===== src/rtl/rename_pkg.sv =====
// Shared rename-stage constants and types for the physical-register free list.
package rename_pkg;

    localparam int unsigned NUM_PREGS = 64;
    localparam int unsigned NUM_AREGS = 32;
    localparam int unsigned TAG_W     = $clog2(NUM_PREGS);
    localparam int unsigned NUM_FREE  = NUM_PREGS - NUM_AREGS;
    localparam int unsigned PTR_W     = $clog2(NUM_FREE);

    typedef logic [TAG_W-1:0] preg_t;
    typedef logic [PTR_W-1:0] ptr_t;

    typedef enum logic {
        FL_INIT = 1'b0,
        FL_RUN  = 1'b1
    } fl_state_t;

endpackage


===== src/rtl/free_list_mem.sv =====
// Free-tag storage: one synchronous write port, one asynchronous read port, no reset.
module free_list_mem
    import rename_pkg::*;
(
    input  logic             clk_i,
    input  logic             we_i,
    input  logic [PTR_W-1:0] waddr_i,
    input  logic [TAG_W-1:0] wdata_i,
    input  logic [PTR_W-1:0] raddr_i,
    output logic [TAG_W-1:0] rdata_o
);

    preg_t mem_q [NUM_FREE];

    always_ff @(posedge clk_i) begin
        if (we_i) begin
            mem_q[waddr_i] <= wdata_i;
        end
    end

    assign rdata_o = mem_q[raddr_i];

endmodule


===== src/rtl/preg_free_list_ctrl.sv =====
// Physical-register free list: circular FIFO of free tags refilled by an init sequencer.
module preg_free_list_ctrl
    import rename_pkg::*;
(
    input  logic             clk_i,
    input  logic             rst_ni,
    input  logic             flush_i,
    input  logic             alloc_req_i,
    output logic             alloc_grant_o,
    output logic [TAG_W-1:0] alloc_preg_o,
    output logic             stall_o,
    input  logic             rel_valid_i,
    input  logic [TAG_W-1:0] rel_preg_i,
    output logic             rel_err_o,
    output logic [TAG_W-1:0] free_count_o,
    output logic             ready_o
);

    fl_state_t state_q, state_d;
    ptr_t      init_idx_q, init_idx_d;
    ptr_t      head_q, head_d;
    ptr_t      tail_q, tail_d;
    preg_t     cnt_q, cnt_d;
    logic      rel_err_q, rel_err_d;

    logic      run;
    logic      rel_ok;
    logic      rel_legal;
    logic      rel_bad;
    logic      mem_we;
    ptr_t      mem_waddr;
    preg_t     mem_wdata;
    preg_t     mem_rdata;

    always_comb begin
        run           = (state_q == FL_RUN);
        alloc_grant_o = run && alloc_req_i && (cnt_q != '0) && !flush_i;
        stall_o       = !run || (alloc_req_i && (cnt_q == '0));
        // A full list can still accept a release when a grant frees a slot this cycle.
        rel_ok        = rel_valid_i && (rel_preg_i != '0)
                        && ((cnt_q != TAG_W'(NUM_FREE)) || alloc_grant_o);
        rel_legal     = run && !flush_i && rel_ok;
        rel_bad       = run && !flush_i && rel_valid_i && !rel_ok;
    end

    always_comb begin
        state_d    = state_q;
        init_idx_d = init_idx_q;
        head_d     = head_q;
        tail_d     = tail_q;
        cnt_d      = cnt_q;
        rel_err_d  = rel_bad;
        if (flush_i) begin
            state_d    = FL_INIT;
            init_idx_d = '0;
            head_d     = '0;
            tail_d     = '0;
            cnt_d      = '0;
            rel_err_d  = 1'b0;
        end else if (!run) begin
            init_idx_d = init_idx_q + 1'b1;
            if (init_idx_q == PTR_W'(NUM_FREE - 1)) begin
                state_d = FL_RUN;
                cnt_d   = TAG_W'(NUM_FREE);
                head_d  = '0;
                tail_d  = '0;
            end
        end else begin
            head_d = head_q + PTR_W'(alloc_grant_o);
            tail_d = tail_q + PTR_W'(rel_legal);
            cnt_d  = cnt_q + TAG_W'(rel_legal) - TAG_W'(alloc_grant_o);
        end
    end

    always_ff @(posedge clk_i or negedge rst_ni) begin
        if (!rst_ni) begin
            state_q    <= FL_INIT;
            init_idx_q <= '0;
            head_q     <= '0;
            tail_q     <= '0;
            cnt_q      <= '0;
            rel_err_q  <= 1'b0;
        end else begin
            state_q    <= state_d;
            init_idx_q <= init_idx_d;
            head_q     <= head_d;
            tail_q     <= tail_d;
            cnt_q      <= cnt_d;
            rel_err_q  <= rel_err_d;
        end
    end

    always_comb begin
        mem_we    = !run || rel_legal;
        mem_waddr = run ? tail_q : init_idx_q;
        mem_wdata = run ? rel_preg_i : (TAG_W'(NUM_AREGS) + TAG_W'(init_idx_q));
    end

    free_list_mem u_mem (
        .clk_i   (clk_i),
        .we_i    (mem_we),
        .waddr_i (mem_waddr),
        .wdata_i (mem_wdata),
        .raddr_i (head_q),
        .rdata_o (mem_rdata)
    );

    assign alloc_preg_o = run ? mem_rdata : '0;
    assign rel_err_o    = rel_err_q;
    assign free_count_o = cnt_q;
    assign ready_o      = run;

endmodule


===== config.mk =====
export PLATFORM = sky130hd
export DESIGN_NAME = preg_free_list_ctrl
export DESIGN_NICKNAME = d
export VERILOG_FILES = /design/src/rtl/rename_pkg.sv /design/src/rtl/free_list_mem.sv /design/src/rtl/preg_free_list_ctrl.sv
export SDC_FILE = /design/constraint.sdc
export NUM_CORES = 1
export LEC_CHECK = 0
export CORE_MARGIN = 2
export CORE_UTILIZATION = 45
export CTS_CLUSTER_DIAMETER = 200
export DETAILED_ROUTE_END_ITERATION = 8
export GPL_ROUTABILITY_DRIVEN = 0
export GPL_TIMING_DRIVEN = 0
export SYNTH_ARGS = -nofsm -noshare
export SYNTH_HDL_FRONTEND = slang
export SYNTH_HIERARCHICAL = 1
export SYNTH_SLANG_ARGS = --single-unit

===== constraint.sdc =====
create_clock -name clk_i -period 2.65 [get_ports clk_i]
set_clock_uncertainty 0.05 [all_clocks]
set_input_delay 0.3975 -clock clk_i [delete_from_list [all_inputs] [get_ports clk_i]]
set_output_delay 0.3975 -clock clk_i [all_outputs]
set_load 0.02 [all_outputs]

; ---- Yosys cells after proc, flatten, opt, wreduce, memory -nomap -nowiden
; Memories as Yosys holds them, arrays and structs flattened.
; Index checks and enable logic that the tools add are counted.
[totals]
word_cells = 55
ff_bits = 23
ramBits = 192
out_inout_bits = 16
n_memories = 1
[op_classes]
reduce_logical = 20
eq_ne = 3
n_mux = 19
addsub = 6
[memory_table]
columns = name, depth, width, rd, rd_ports_with_merged_regs, wr, line_no
row1 = u_mem.mem_q, 32, 6, 1, 0, 1, free_list_mem.sv:13  ; preg_t mem_q [NUM_FREE];
[ops]
columns = op, n
row1 = 2-to-1 mux 5 bit, 8
row2 = 2-to-1 mux 6 bit, 5
row3 = nonzero test 6 bit, 2
row4 = adder 5 x 1 -> 5 bit, 2
row5 = logical AND 1 bit, 10
row6 = adder 6 x 1 -> 6 bit, 1
row7 = "adder 6 x 5 -> 6 bit, first input constant", 1
row8 = logical NOT 6 bit, 1
row9 = 2-to-1 mux 1 bit, 6
row10 = "!= test 6 bit, second input constant", 1
row11 = subtractor 6 x 1 -> 6 bit, 1
row12 = "adder 5 x 1 -> 5 bit, second input constant", 1
row13 = "== test 5 bit, second input constant", 1
row14 = logical NOT 1 bit, 3
row15 = logical OR 1 bit, 3
row16 = nonzero test 3 bit, 1
row17 = "!= test 2 bit, second input constant", 1

; ---- Longest topological paths before layout
; Gate-level depths: netlist (run 1).
[depth]
ltp_word = 10
ltp_mapped = 14
depth_no_buf = 14

; ---- Cells and area by module
; The synthesis (run 1) kept the hierarchy.
[modules_own_cells]
columns = module, area_per_inst_um2, n_inst, seq_area_each_um2, cells_each
row1 = free_list_mem, 7469.7, 1, 5765.5, 317
row2 = preg_free_list_ctrl, 1529.0, 1, 575.6, 169

; ---- Worst setup path before layout (run 1)
; Ideal clock, no wire load.
[synth_path]
path_kind = flip-flop to flip-flop
start = register cnt_q[2], in the netlist free_count_o[2]
end = register cnt_q[4], in the netlist free_count_o[4]
path_buffers = 0
t_arrival_ns = 2.651
setup_time_ns = 0.133
period_less_slack_ns = 2.834
setup_slack_ns = -0.184
path_stages_with_launch = 15
required_time_ns = 2.467
cell_sequence = dfrtp_1 -> inv_1 -> ha_1 -> nor3b_1 -> nand3_1 -> o31ai_4 -> or2_1 -> ha_1 -> inv_1 -> ha_1 -> fa_1 -> a21oi_1 -> o21bai_1 -> xnor2_1 -> o21ai_0
[synth_via]
elab_chain_cells = 10
word_cells_on_any_way = 11
classes_between = add/sub: 2 / eq/ne: 1 / mux: 2 / reduce/logical: 6
[synth_lines]
columns = item, line_no
row1 = start: declaration, preg_free_list_ctrl.sv:23  ; preg_t cnt_q, cnt_d;
row2 = start signal: assignment, preg_free_list_ctrl.sv:88  ; cnt_q <= cnt_d;
row3 = nonzero test 6 bit, preg_free_list_ctrl.sv:37  ; alloc_grant_o = run && alloc_req_i && (cnt_q != '0) && !flush_i;
row4 = logical AND 1 bit (2 in a row), preg_free_list_ctrl.sv:37
row5 = logical OR 1 bit, preg_free_list_ctrl.sv:41  ; && ((cnt_q != TAG_W'(NUM_FREE)) || alloc_grant_o);
row6 = logical AND 1 bit, preg_free_list_ctrl.sv:41
row7 = logical AND 1 bit, preg_free_list_ctrl.sv:42  ; rel_legal = run && !flush_i && rel_ok;
row8 = adder 6 x 1 -> 6 bit, preg_free_list_ctrl.sv:71  ; cnt_d = cnt_q + TAG_W'(rel_legal) - TAG_W'(alloc_grant_o);
row9 = subtractor 6 x 1 -> 6 bit (*), preg_free_list_ctrl.sv:71
row10 = 2-to-1 mux 6 bit (*), preg_free_list_ctrl.sv:60  ; end else if (!run) begin
row11 = 2-to-1 mux 6 bit (*), preg_free_list_ctrl.sv:53  ; if (flush_i) begin
; Mark *: on every way between the ends. The rest lies on a longest branch, timed or not.
; A chain may end at the register's enable or synchronous reset.

; ---- Worst setup path in the final report (run 1)
[layout_path]
start = register head_q[0]
end = output alloc_preg_o[4]
[layout_via]
elab_chain_cells = 2
[layout_lines]
columns = item, line_no
row1 = start: declaration, preg_free_list_ctrl.sv:21  ; ptr_t head_q, head_d;
row2 = start signal: assignment, preg_free_list_ctrl.sv:79  ; head_q <= '0;
row3 = start signal: assignment, preg_free_list_ctrl.sv:86  ; head_q <= head_d;
row4 = memory read (32 x 6 bit), n/a
row5 = named net mem_rdata[4], preg_free_list_ctrl.sv:33  ; preg_t mem_rdata;
row6 = 2-to-1 mux 6 bit, preg_free_list_ctrl.sv:108  ; assign alloc_preg_o = run ? mem_rdata : '0;
row7 = end: declaration, preg_free_list_ctrl.sv:10  ; output logic [TAG_W-1:0] alloc_preg_o,
; The timed path passes the listed nets, and every way through them passes these cells.

==> metrics, run 1 <==
DRC 0; arrival time at the worst endpoint 2.91 ns; largest driver fanout on the critical path 7; Synth async-reset ratio 0.107; violations in the final reports negative setup slack; total track usage 0.185; minimum clock period 3.35 ns; Setup Crit Path Kind reg2out; number of levels in the clock H-tree 1; kind of path behind the tightest hold check in2async; post-synth top area share 0.641; CTS Buf Count 23; count of final max-slew check failures 0; pin count of the biggest net entering global routing 33; final-layout setup total negative slack -4.15 ns; number of violations reported at the end of detailed-routing iteration 0 between 200 and 300; Avg Synthesized Cell Area 18.5 sq um; detailed-route wire length per cell 23.3 um; first-pass iteration count of the detailed router 4; cell type with the highest aggregate area in the netlist sky130_fd_sc_hd__edfxtp_1; floorplan die width 145 um; gate count after technology mapping 486; PnR worst setup slack -0.703 ns; Design Power around 7.5 mW; required arrival time at the worst endpoint 2.20 ns; post-CTS clock slew at the launch and capture registers of the worst setup and hold paths 0.06 ns; post-detailed-route via-to-cell ratio 5.63; via count of the first global-routing pass 4807; worst slew margin relative to its limit 0.146; Post-Syn Nets 513; leading cell type by number of instances after synthesis sky130_fd_sc_hd__edfxtp_1; Setup WS pre-CTS -0.976 ns; site row count between 50 and 60; post-layout util 0.568; Synth top cells by count sky130_fd_sc_hd__edfxtp_1, sky130_fd_sc_hd__mux4_2, sky130_fd_sc_hd__nor2_1, sky130_fd_sc_hd__nand2_1, sky130_fd_sc_hd__dfrtp_1; Tightest Pin Transition 1.28 ns; Seq/Total Area, Yosys 0.705; ratio of cells with drive above 1 in the final layout 0.393; starting density of the core 0.461; biggest area contributors in the synthesized netlist sky130_fd_sc_hd__edfxtp_1, sky130_fd_sc_hd__mux4_2, sky130_fd_sc_hd__dfrtp_1; Core Region 19500 sq um; detailed placement HPWL approximately 13000 um; final setup violating endpoints 6; Finished Cell Area about 11000 sq um; Yosys Warn Count 6; most instantiated flip-flop cell in the synthesis netlist sky130_fd_sc_hd__edfxtp_1; post-synthesis register bit count 215; IO buf count 26; total of max-cap violations 0; CTS Root Buffer Type sky130_fd_sc_hd__clkbuf_16; number of enable-type register cells in the synthesized netlist 192; antenna violation net count after detailed routing 0; wire length of the first global-routing pass just under 30000 um; y dimension of the die 145 um; Bufs on Longest Clock Path 3; Antenna Cells 0; Post-DP Area 9610 sq um; Area growth syn-to-layout 23.2%; Ports 27; clock latency at the later pin of the worst-skew pair 0.51 ns; number of antenna violations at the first check in global routing 0; Hold Fails Final Rpt 0; mapped cell area approximately 9000 sq um; total vias in the final route 4742; run status finished with violations; Die Outline Area 21100 sq um; count of different cell masters after synthesis 39; setup repair after global routing missed its margin true; total wirelength of the detailed-routed design slightly below 20000 um; total congestion overflow after global routing 0; maximum achievable frequency 0.298 GHz; kind of end point of the critical path primary output; power density normalized to cell area 675 nW/um^2; total number of clock tree sinks 215; clock tree from TritonCTS yes; Worst setup SP type register; leakage power 3.68 nW; Max VDD drop ~0.00056 V; number of nets at the end of the flow 588; final worst-path cycle share 1.27
## critical path: stages, from the launching register on
cell	delay, ns
sky130_fd_sc_hd__dfrtp_2	0.44
sky130_fd_sc_hd__buf_12	0.17
sky130_fd_sc_hd__buf_12	0.13
sky130_fd_sc_hd__mux4_2	0.55
sky130_fd_sc_hd__mux4_2	0.52
sky130_fd_sc_hd__mux2_2	0.28
sky130_fd_sc_hd__and2_4	0.16
sky130_fd_sc_hd__buf_6	0.12
## per-stage QoR
step	instances	hold slack, ns
5_1_grt	843	0.471
3_5_place_dp	777	0.478
2_1_floorplan	486	0.0519
6_report	843	0.431
4_1_cts	835	0.456
3_3_place_gp	777	0.450
## registers in the layout, summed over array words and instances, names as in the netlist
signal	count
free_count_o	6
head_q	5
init_idx_q	5
ready_o	1
rel_err_o	1
tail_q	5
u_mem/mem_q	192
## power by group
| group | internal (mW) | switching (mW) | leakage (nW) |
|---|---|---|---|
| clock | 2.19 | 1.32 | 0.406 |
| combinational | 0.0770 | 0.153 | 1.21 |
| sequential | 3.73 | 0.0115 | 2.06 |
| total | 5.99 | 1.49 | 3.68 |
## cells in the final DEF (no fill, tap or decap), types with 3 or more instances in the layout
master / count
sky130_fd_sc_hd__clkbuf_16: 24
sky130_fd_sc_hd__xnor2_1: 4
sky130_fd_sc_hd__buf_2: 5
sky130_fd_sc_hd__and2_4: 6
sky130_fd_sc_hd__ha_4: 4
sky130_fd_sc_hd__xor2_1: 5
sky130_fd_sc_hd__clkbuf_8: 3
sky130_fd_sc_hd__mux2_4: 3
sky130_fd_sc_hd__ha_1: 10
sky130_fd_sc_hd__nand3b_1: 5
sky130_fd_sc_hd__inv_2: 5
sky130_fd_sc_hd__dlymetal6s2s_1: 3
sky130_fd_sc_hd__clkdlybuf4s50_1: 15
sky130_fd_sc_hd__edfxtp_1: 192
sky130_fd_sc_hd__clkinv_1: 4
sky130_fd_sc_hd__nor2_1: 10
sky130_fd_sc_hd__nor2_4: 17
sky130_fd_sc_hd__nand3_2: 3
sky130_fd_sc_hd__mux2_2: 3
sky130_fd_sc_hd__o21ai_0: 11
sky130_fd_sc_hd__nor2_2: 15
sky130_fd_sc_hd__nand2b_1: 9
sky130_fd_sc_hd__buf_4: 23
sky130_fd_sc_hd__nand2_1: 34
sky130_fd_sc_hd__a21oi_2: 3
sky130_fd_sc_hd__buf_6: 7
sky130_fd_sc_hd__nand3_1: 6
sky130_fd_sc_hd__dfrtp_1: 16
sky130_fd_sc_hd__buf_12: 5
sky130_fd_sc_hd__mux4_2: 60
sky130_fd_sc_hd__clkinv_4: 3
sky130_fd_sc_hd__clkbuf_1: 4
sky130_fd_sc_hd__a22o_1: 6
sky130_fd_sc_hd__dfrtp_2: 7
sky130_fd_sc_hd__bufinv_16: 6
## cells by family (layout without fill, tap and decap cells)
family / Yosys count / after routing / synth area share
AO/OA/AOI/OAI: 29 / 29 / 0.0232
XOR/XNOR: 9 / 9 / 0.00876
adder cells (fa/ha/maj): 16 / 16 / 0.0231
buffers and inverters: 28 / 120 / 0.0152
flip-flops: 215 / 215 / 0.705
multiplexers: 68 / 68 / 0.160
AND/OR/NAND/NOR: 121 / 121 / 0.0652
## final timing paths
kind	from	to	slack, ns	cells after the start
max	head_q[0]	alloc_preg_o[4]	-0.70	7
min	rst_ni	head_q[3]	0.43	1
max reg2reg	free_count_o[3]	free_count_o[4]	0.05	14
min reg2reg	tail_q[0]	tail_q[0]	0.51	1
max in group asynchronous	rst_ni	free_count_o[5]	1.37	1
min in group clk_i	rel_preg_i[0]	rel_err_o	0.46	5
## metal layers
metal	up-vias	GRT usage	share of wire
li1	2078	-	-
met1	2515	0.273	0.45
met5	-	0	0
met3	33	0.0282	0.048
met4	0	0.0500	0.019
met2	116	0.292	0.49
## what timing repair did
item                       4_1_cts  5_1_grt
buffers inserted                15        8
pin swaps                       15       15
gates resized for setup        128       26
hold buffers                     0        0
setup endpoints to repair      204      125
cloned                           2        1
## layout make-up
| cell class | count | area, sq um |
|---|---|---|
| buffer | 20 | 198 |
| timing repair buffer | 51 | 510 |
| fill | 1514 | 8440 |
| inverter | 7 | 28.8 |
| tap | 265 | 332 |
| clock inverter | 17 | 249 |
| sequential | 215 | 6350 |
| clock buffer | 25 | 583 |
| multi-input combinational | 243 | 2830 |
(Power assumes the default switching activity.)
==> run 2, diff against run 1 <==
Clock period 2.65 ns to 4 ns, I/O delays scaled along.
==> run 2 against run 1 <==
Against the previous run: the flow now finishes without violations; sequential cell count unchanged; hold slack gained 0.060 ns; wire length decreased by 5.5%; sequential power fell by 34%; core utilization shrank 3.9 points; combinational power decreased by 45%; global-route usage is 0.75 points lower; highest routed layer unchanged.
==> metrics, run 2 (synthesis gave the netlist of run 1 again) <==
post-CTS setup buffer count 0 (-15); number of levels in the clock H-tree 1 (unchanged); net switching fraction of the power 0.203 (+0.00419); clock group share of total power 0.426 (-0.043); CP max-delay cell sky130_fd_sc_hd__dfrtp_1; cell-internal power 3.62 mW (-40%); site row count 51 (unchanged); wire length of the first global-routing pass 28200 um (-4.9%); Core Region 19500 sq um (unchanged); Post-CTS Hold Fix Bufs 0 (unchanged); total wirelength of the detailed-routed design 18600 um (-5.5%); number of antenna violations at the first check in global routing 0 (unchanged); maximum achievable frequency 0.261 GHz; first-pass iteration count of the detailed router 4 (unchanged); arrival time at the worst endpoint 3.18 ns (+0.27 ns); largest driver fanout on the critical path 10 (+3); Worst setup SP type register; post-detailed-route via-to-cell ratio 5.60 (-0.43%); flip-flop count of the largest register after layout 192 (unchanged); run status finished clean; clock tree from TritonCTS yes; worst reg-to-reg setup slack 0.81 ns (+0.76 ns); count of final max-slew check failures 0 (unchanged); Die Outline Area 21100 sq um (unchanged); commonest non-fill, non-tap cell in the layout sky130_fd_sc_hd__edfxtp_1; starting density of the core 0.461 (unchanged); part of the power in registers 0.546 (+0.046); pin count of the biggest net entering global routing 33 (unchanged); antenna violation net count after detailed routing 0 (unchanged); Max VDD drop 0.000293 V (-48%); floorplan die width 145 um (unchanged); leakage power 3.41 nW (-7.5%); final-layout setup total negative slack 0 ns (+4.15 ns); detailed placement HPWL 12500 um (-0.43%); CTS Buf Count 24 (+4.3%); Tightest Pin Transition 1.27 ns (-0.0157 ns); Area growth syn-to-layout 14.6%; Antenna Cells 0 (unchanged); startpoint of the tightest hold check path free_count_o[4]; ratio of cells with drive above 1 in the final layout 0.218 (-0.174); # resized after CTS 21 (-84%); clock latency at the later pin of the worst-skew pair 0.51 ns (about the same); CP most frequent cell sky130_fd_sc_hd__mux4_2; power density normalized to cell area 440 nW/um^2 (-35%); DRC 0 (unchanged); total track usage 0.178 (-0.00754); final worst-path cycle share 0.958; Post-DP Area 9590 sq um (-0.23%); kind of path behind the tightest hold check reg2reg; worst r2r dst u_mem/mem_q[4][0]; Setup Crit Path Kind reg2out; kind of end point of the critical path primary output; Finished Cell Area 10300 sq um (-6.9%); Bufs on Longest Clock Path 3 (unchanged); total of max-cap violations 0 (unchanged); Design Power 4.54 mW (-39%); number of nets at the end of the flow 565 (-3.9%); total congestion overflow after global routing 0 (unchanged); Hold Fails Final Rpt 0 (unchanged); required arrival time at the worst endpoint 3.35 ns (+1.15 ns); y dimension of the die 145 um (unchanged); detailed-route wire length per cell 22.7 um (-2.7%); highest-count cells in the layout ignoring fill and taps sky130_fd_sc_hd__edfxtp_1, sky130_fd_sc_hd__mux4_2, sky130_fd_sc_hd__nor2_1; minimum clock period 3.83 ns; number of violations reported at the end of detailed-routing iteration 0 336 (+14%); worst slew margin relative to its limit 0.157 (+0.0105); CTS Root Buffer Type sky130_fd_sc_hd__clkbuf_16; final setup violating endpoints 0 (-6); Biggest register u_mem/mem_q; IO buf count 26 (unchanged); total number of clock tree sinks 215 (unchanged); Worst Hold Path EP free_count_o[4]; worst reg-to-reg path cell count 9 (-5); launch instance of the worst register-to-register path free_count_o[3]; setup repair after global routing missed its margin false; via count of the first global-routing pass 4684 (-2.6%); cells along the critical path clkbuf_8 > clkbuf_4 > mux4_2 > mux4_2 > mux2_2 > and2_1 > dlygate4sd2_1; post-CTS clock slew at the launch and capture registers of the worst setup and hold paths 0.06 ns (about the same); delay contributed by the slowest stage of the critical path 0.51 ns (-0.04 ns); fraction of power consumed by combinational cells 0.028 (-0.003); total vias in the final route 4587 (-3.3%); Ports 27 (unchanged); net switching power 923 uW (-38%); number of cells on the worst hold path 2
## run 2: cell count changes in the layout (fill, tap and decap cells not counted), moves of 6 or more
cell | previous run | this run
sky130_fd_sc_hd__and2_1 | 0 | 6
sky130_fd_sc_hd__and2_4 | 6 | 0
sky130_fd_sc_hd__buf_4 | 23 | 2
sky130_fd_sc_hd__buf_6 | 7 | 0
sky130_fd_sc_hd__bufinv_16 | 6 | 0
sky130_fd_sc_hd__clkbuf_1 | 4 | 11
sky130_fd_sc_hd__dfrtp_1 | 16 | 22
sky130_fd_sc_hd__dfrtp_2 | 7 | 1
sky130_fd_sc_hd__inv_1 | 1 | 7
sky130_fd_sc_hd__nor2_1 | 10 | 42
sky130_fd_sc_hd__nor2_2 | 15 | 0
sky130_fd_sc_hd__nor2_4 | 17 | 0
## run 2: layout make-up
| cell class | count | area, sq um |
|---|---|---|
| timing repair buffer | 26 | 253 |
| sequential | 215 | 6340 |
| fill | 1595 | 9210 |
| inverter | 7 | 26.3 |
| clock buffer | 32 | 631 |
| tap | 265 | 332 |
| multi-input combinational | 243 | 2520 |
| clock inverter | 10 | 63.8 |
| buffer | 21 | 146 |
## run 2: metrics by stage
step / hold slack [ns] / worst slack (ns) / instances / utilization
finish: 0.492 / 0.167 / 819 / 0.528
global route: 0.538 / 0.0758 / 819 / 0.528
CTS: 0.499 / 0.124 / 819 / 0.528
detailed placement: 0.466 / -0.271 / 777 / 0.491
global placement: 0.464 / -0.224 / 777 / 0.491
floorplan: 0.254 / 0.995 / 486 / -
## run 2: power groups by stage
stage / Sequential, mW / Clock [mW] / Combinational, mW
2_1_floorplan: 2.52 / 0 / 0.0708
3_3_place_gp: 2.52 / 0 / 0.124
3_5_place_dp: 2.52 / 0 / 0.128
4_1_cts: 2.48 / 2.00 / 0.128
5_1_grt: 2.48 / 2.07 / 0.136
6_report: 2.48 / 1.94 / 0.127
## run 2: routing by layer
layer  routed length (um)  global-route usage  vias up  part of all wire
met4                  220              0.0309        0             0.012
met2                 9340               0.294      119              0.50
met3                  945              0.0323       19             0.051
met5                    0                   0        -                 0
met1                 8080               0.253     2422              0.43
li1                     -                   -     2027                 -
## run 2: worst max path at each step
stage | from | to | slack [ns] | depth (start not counted)
finish | head_q[2] | alloc_preg_o[5] | 0.17 | 7
global route | head_q[2] | alloc_preg_o[5] | 0.08 | 7
CTS | head_q[0] | alloc_preg_o[0] | 0.12 | 7
detailed placement | head_q[2] | alloc_preg_o[5] | -0.27 | 7
global placement | head_q[2] | alloc_preg_o[5] | -0.22 | 7
floorplan | head_q[2] | alloc_preg_o[0] | 1.0 | 6
## run 2: critical path: cells and delay by family (launching register included)
| kind | cells | cell delay (ns) |
|---|---|---|
| muxes | 3 | 1.15 |
| DFF | 1 | 0.51 |
| and+or+nand+nor | 1 | 0.16 |
| buffers and inverters | 3 | 0.85 |
==> patch: new RTL, settings of run 1 <==
Change the package constant `NUM_PREGS` from 64 to 256.
--- a/src/rtl/rename_pkg.sv
+++ b/src/rtl/rename_pkg.sv
@@ -2,5 +2,5 @@
 package rename_pkg;
 
-    localparam int unsigned NUM_PREGS = 64;
+    localparam int unsigned NUM_PREGS = 256;
     localparam int unsigned NUM_AREGS = 32;
     localparam int unsigned TAG_W     = $clog2(NUM_PREGS);
Interface: changed (resized alloc_preg_o, free_count_o and rel_preg_i); port bits go from 27 to 33. No check against the original RTL was run, so the function may have changed too.
==> patch against run 1 <==
First-iteration DRC count rose to 16 times the old value; sequential cell count rose by 1611; non-clock buffer count rose by 325; final area rose to 7.8 times the old value; critical endpoint is now alloc_preg_o[1]; critical path type unchanged; die area rose to 7.7 times the old value; the flow still finishes with violations (setup timing); synthesized area rose to 8.0 times the old value; routed wire length rose to 10 times the old value; power rose to 7.6 times the old value; global-route usage rose by 5.6 points; worst setup slack got worse by 0.93 ns; largest power group unchanged.
==> patch: results <==
[clocking]
cts_buffers = 186
clk_pin_slew_ns = 0.06
cts_root_buffer = "clkbuf_16"
cts_buffer_depth = 3
htree_levels = 4
clkLatencyLatePin_ns = 0.81

[finish]
largest-register = "u_mem/mem_q"
n_antenna_cell = 0
layout-drive-gt1-share = 0.348
largest_register_ffs = 1792
fin_nets = 3955
fill_cells = 12000

[drt]
vias = 37600
drt_wl_total_mm = 198
drtIter0Drc = 4746
drtPass1Iterations = 6
via_per_inst = 6.14

[grt]
grt_start_max_net_pins = 153
antenna_found_initial = 4
grtUsageTotal = 0.241
grt_pass1_wl_mm = 276
grt_pass1_vias = 36700
grt_overflow = 0

[yosys]
synthTopCellsByCount = "edfxtp_1 (1,792), mux4_2 (407), nor2_1 (287)"
yosys.area.top_type = "edfxtp_1"
async_reset_ff_frac = 0.0186
synth_ff_type = "edfxtp_1"
yosys-top-cells-area = "edfxtp_1 (75%), mux4_2 (13%), mux2i_1 (2.0%)"
ys_types = 68
synth_edf_count = 1792
syn_nets = 3571
synth_warnings = 6
syn-instance-count = 3538
ys_seq_area_frac = 0.759

[power_and_ir_drop]
p_leak_nw = 26.3
ir_drop_mv = 0.496

[outcome]
violations = "setup timing"
status = "finished, violations left"

[setup_path]
arrival_ns = 3.83
critPathMaxFanout = 6
cp_slowest_cell = "mux4_2"
slowest_delay_ns = 0.60

[placement]
port-buffer-count = 32
dp.cells = 5665
place_area_mm2 = 0.0758
place_hpwl_mm = 126
dp_worst_setup_slack_ns = -3.03

[sta]
fin_ws_ns = -1.63
setup_tns_ns = -1297.57
relSlewSlack = 0.324
setup_viol = 1903
finalHoldViolCount = 0

[hold_path]
hold_class = "input port to asynchronous set/reset pin"
patch: timing repair:
action | 4_1_cts | 5_1_grt
buffers inserted | 89 | 57
endpoints found under the hold margin | 34 | 0
pin swaps | 91 | 52
gates cloned | 4 | 2
endpoints found under the setup margin | 2432 | 2428
gates resized for setup | 659 | 201
hold buffers | 1 | 0
patch: path summary, 6_finish.rpt:
kind / startpoint / to / slack, ns / cells past startpoint
worst min register to register: tail_q[7]$_DFFE_PN0P_ / tail_q[7]$_DFFE_PN0P_ / 0.45 / 1
worst max-delay path: head_q[0]$_DFFE_PN0P_ / alloc_preg_o[1] / -1.63 / 10
worst min-delay path: rst_ni / init_idx_q[0]$_DFFE_PN0P_ / 0.17 / 2
max in group asynchronous: rst_ni / free_count_o[3]$_DFFE_PN0P_ / 1.75 / 2
worst max register to register: free_count_o[2]$_DFFE_PN0P_ / u_mem/mem_q[185][3]$_DFFE_PP_ / -1.07 / 13
min in group clk_i: rel_valid_i / rel_err_o$_DFF_PN0_ / 0.21 / 2
patch: routing by layer:
layer,part of all wire,up-vias,wire length [um],global-route usage
met5,0,-,0,0
met4,0.033,0,6560,0.0749
met3,0.082,322,16300,0.0422
met2,0.48,1787,95400,0.383
met1,0.40,20100,79700,0.343
li1,-,15500,-,-
patch: kinds of logic (layout without fill, tap and decap cells):
logic type | count (synthesis) | after routing | share of synthesized area
AND/OR/NAND/NOR | 577 | 577 | 0.0370
AO/OA/AOI/OAI | 317 | 317 | 0.0300
buffers and inverters | 215 | 734 | 0.0181
XOR/XNOR | 9 | 9 | 0.00109
multiplexers | 574 | 574 | 0.151
flip-flops | 1826 | 1826 | 0.759
adder cells (fa/ha/maj) | 20 | 20 | 0.00358
patch: metrics by stage:
stage / power, mW / util
after floorplan: 32.5 / -
after global placement: 32.9 / 0.473
after detailed placement: 32.9 / 0.477
after CTS: 57.3 / 0.534
after global routing: 58.5 / 0.542
final: 57.0 / 0.542
patch: layout make-up:
class	instances	share of cell area
sequential	1826	0.635
multi-input combinational	1497	0.213
clock buffer	245	0.0581
timing repair buffer	207	0.0302
tap	2072	0.0301
buffer	189	0.0257
clock inverter	78	0.00702
inverter	15	0.000654
patch: report_power, final:
part	internal, mW	switching, mW	leakage (nW)
Clock	14.0	10.7	2.74
Sequential	31.6	0.0132	16.8
Combinational	0.169	0.622	6.76
Total	45.7	11.3	26.3
patch: critical path, delay by kind of cell, from the launching register on:
family | cells | cell delay [ns]
AO/OA/AOI/OAI | 1 | 0.45
buffers and inverters | 5 | 0.73
flip-flops | 1 | 0.40
multiplexers | 2 | 1.11
AND/OR/NAND/NOR | 2 | 0.30
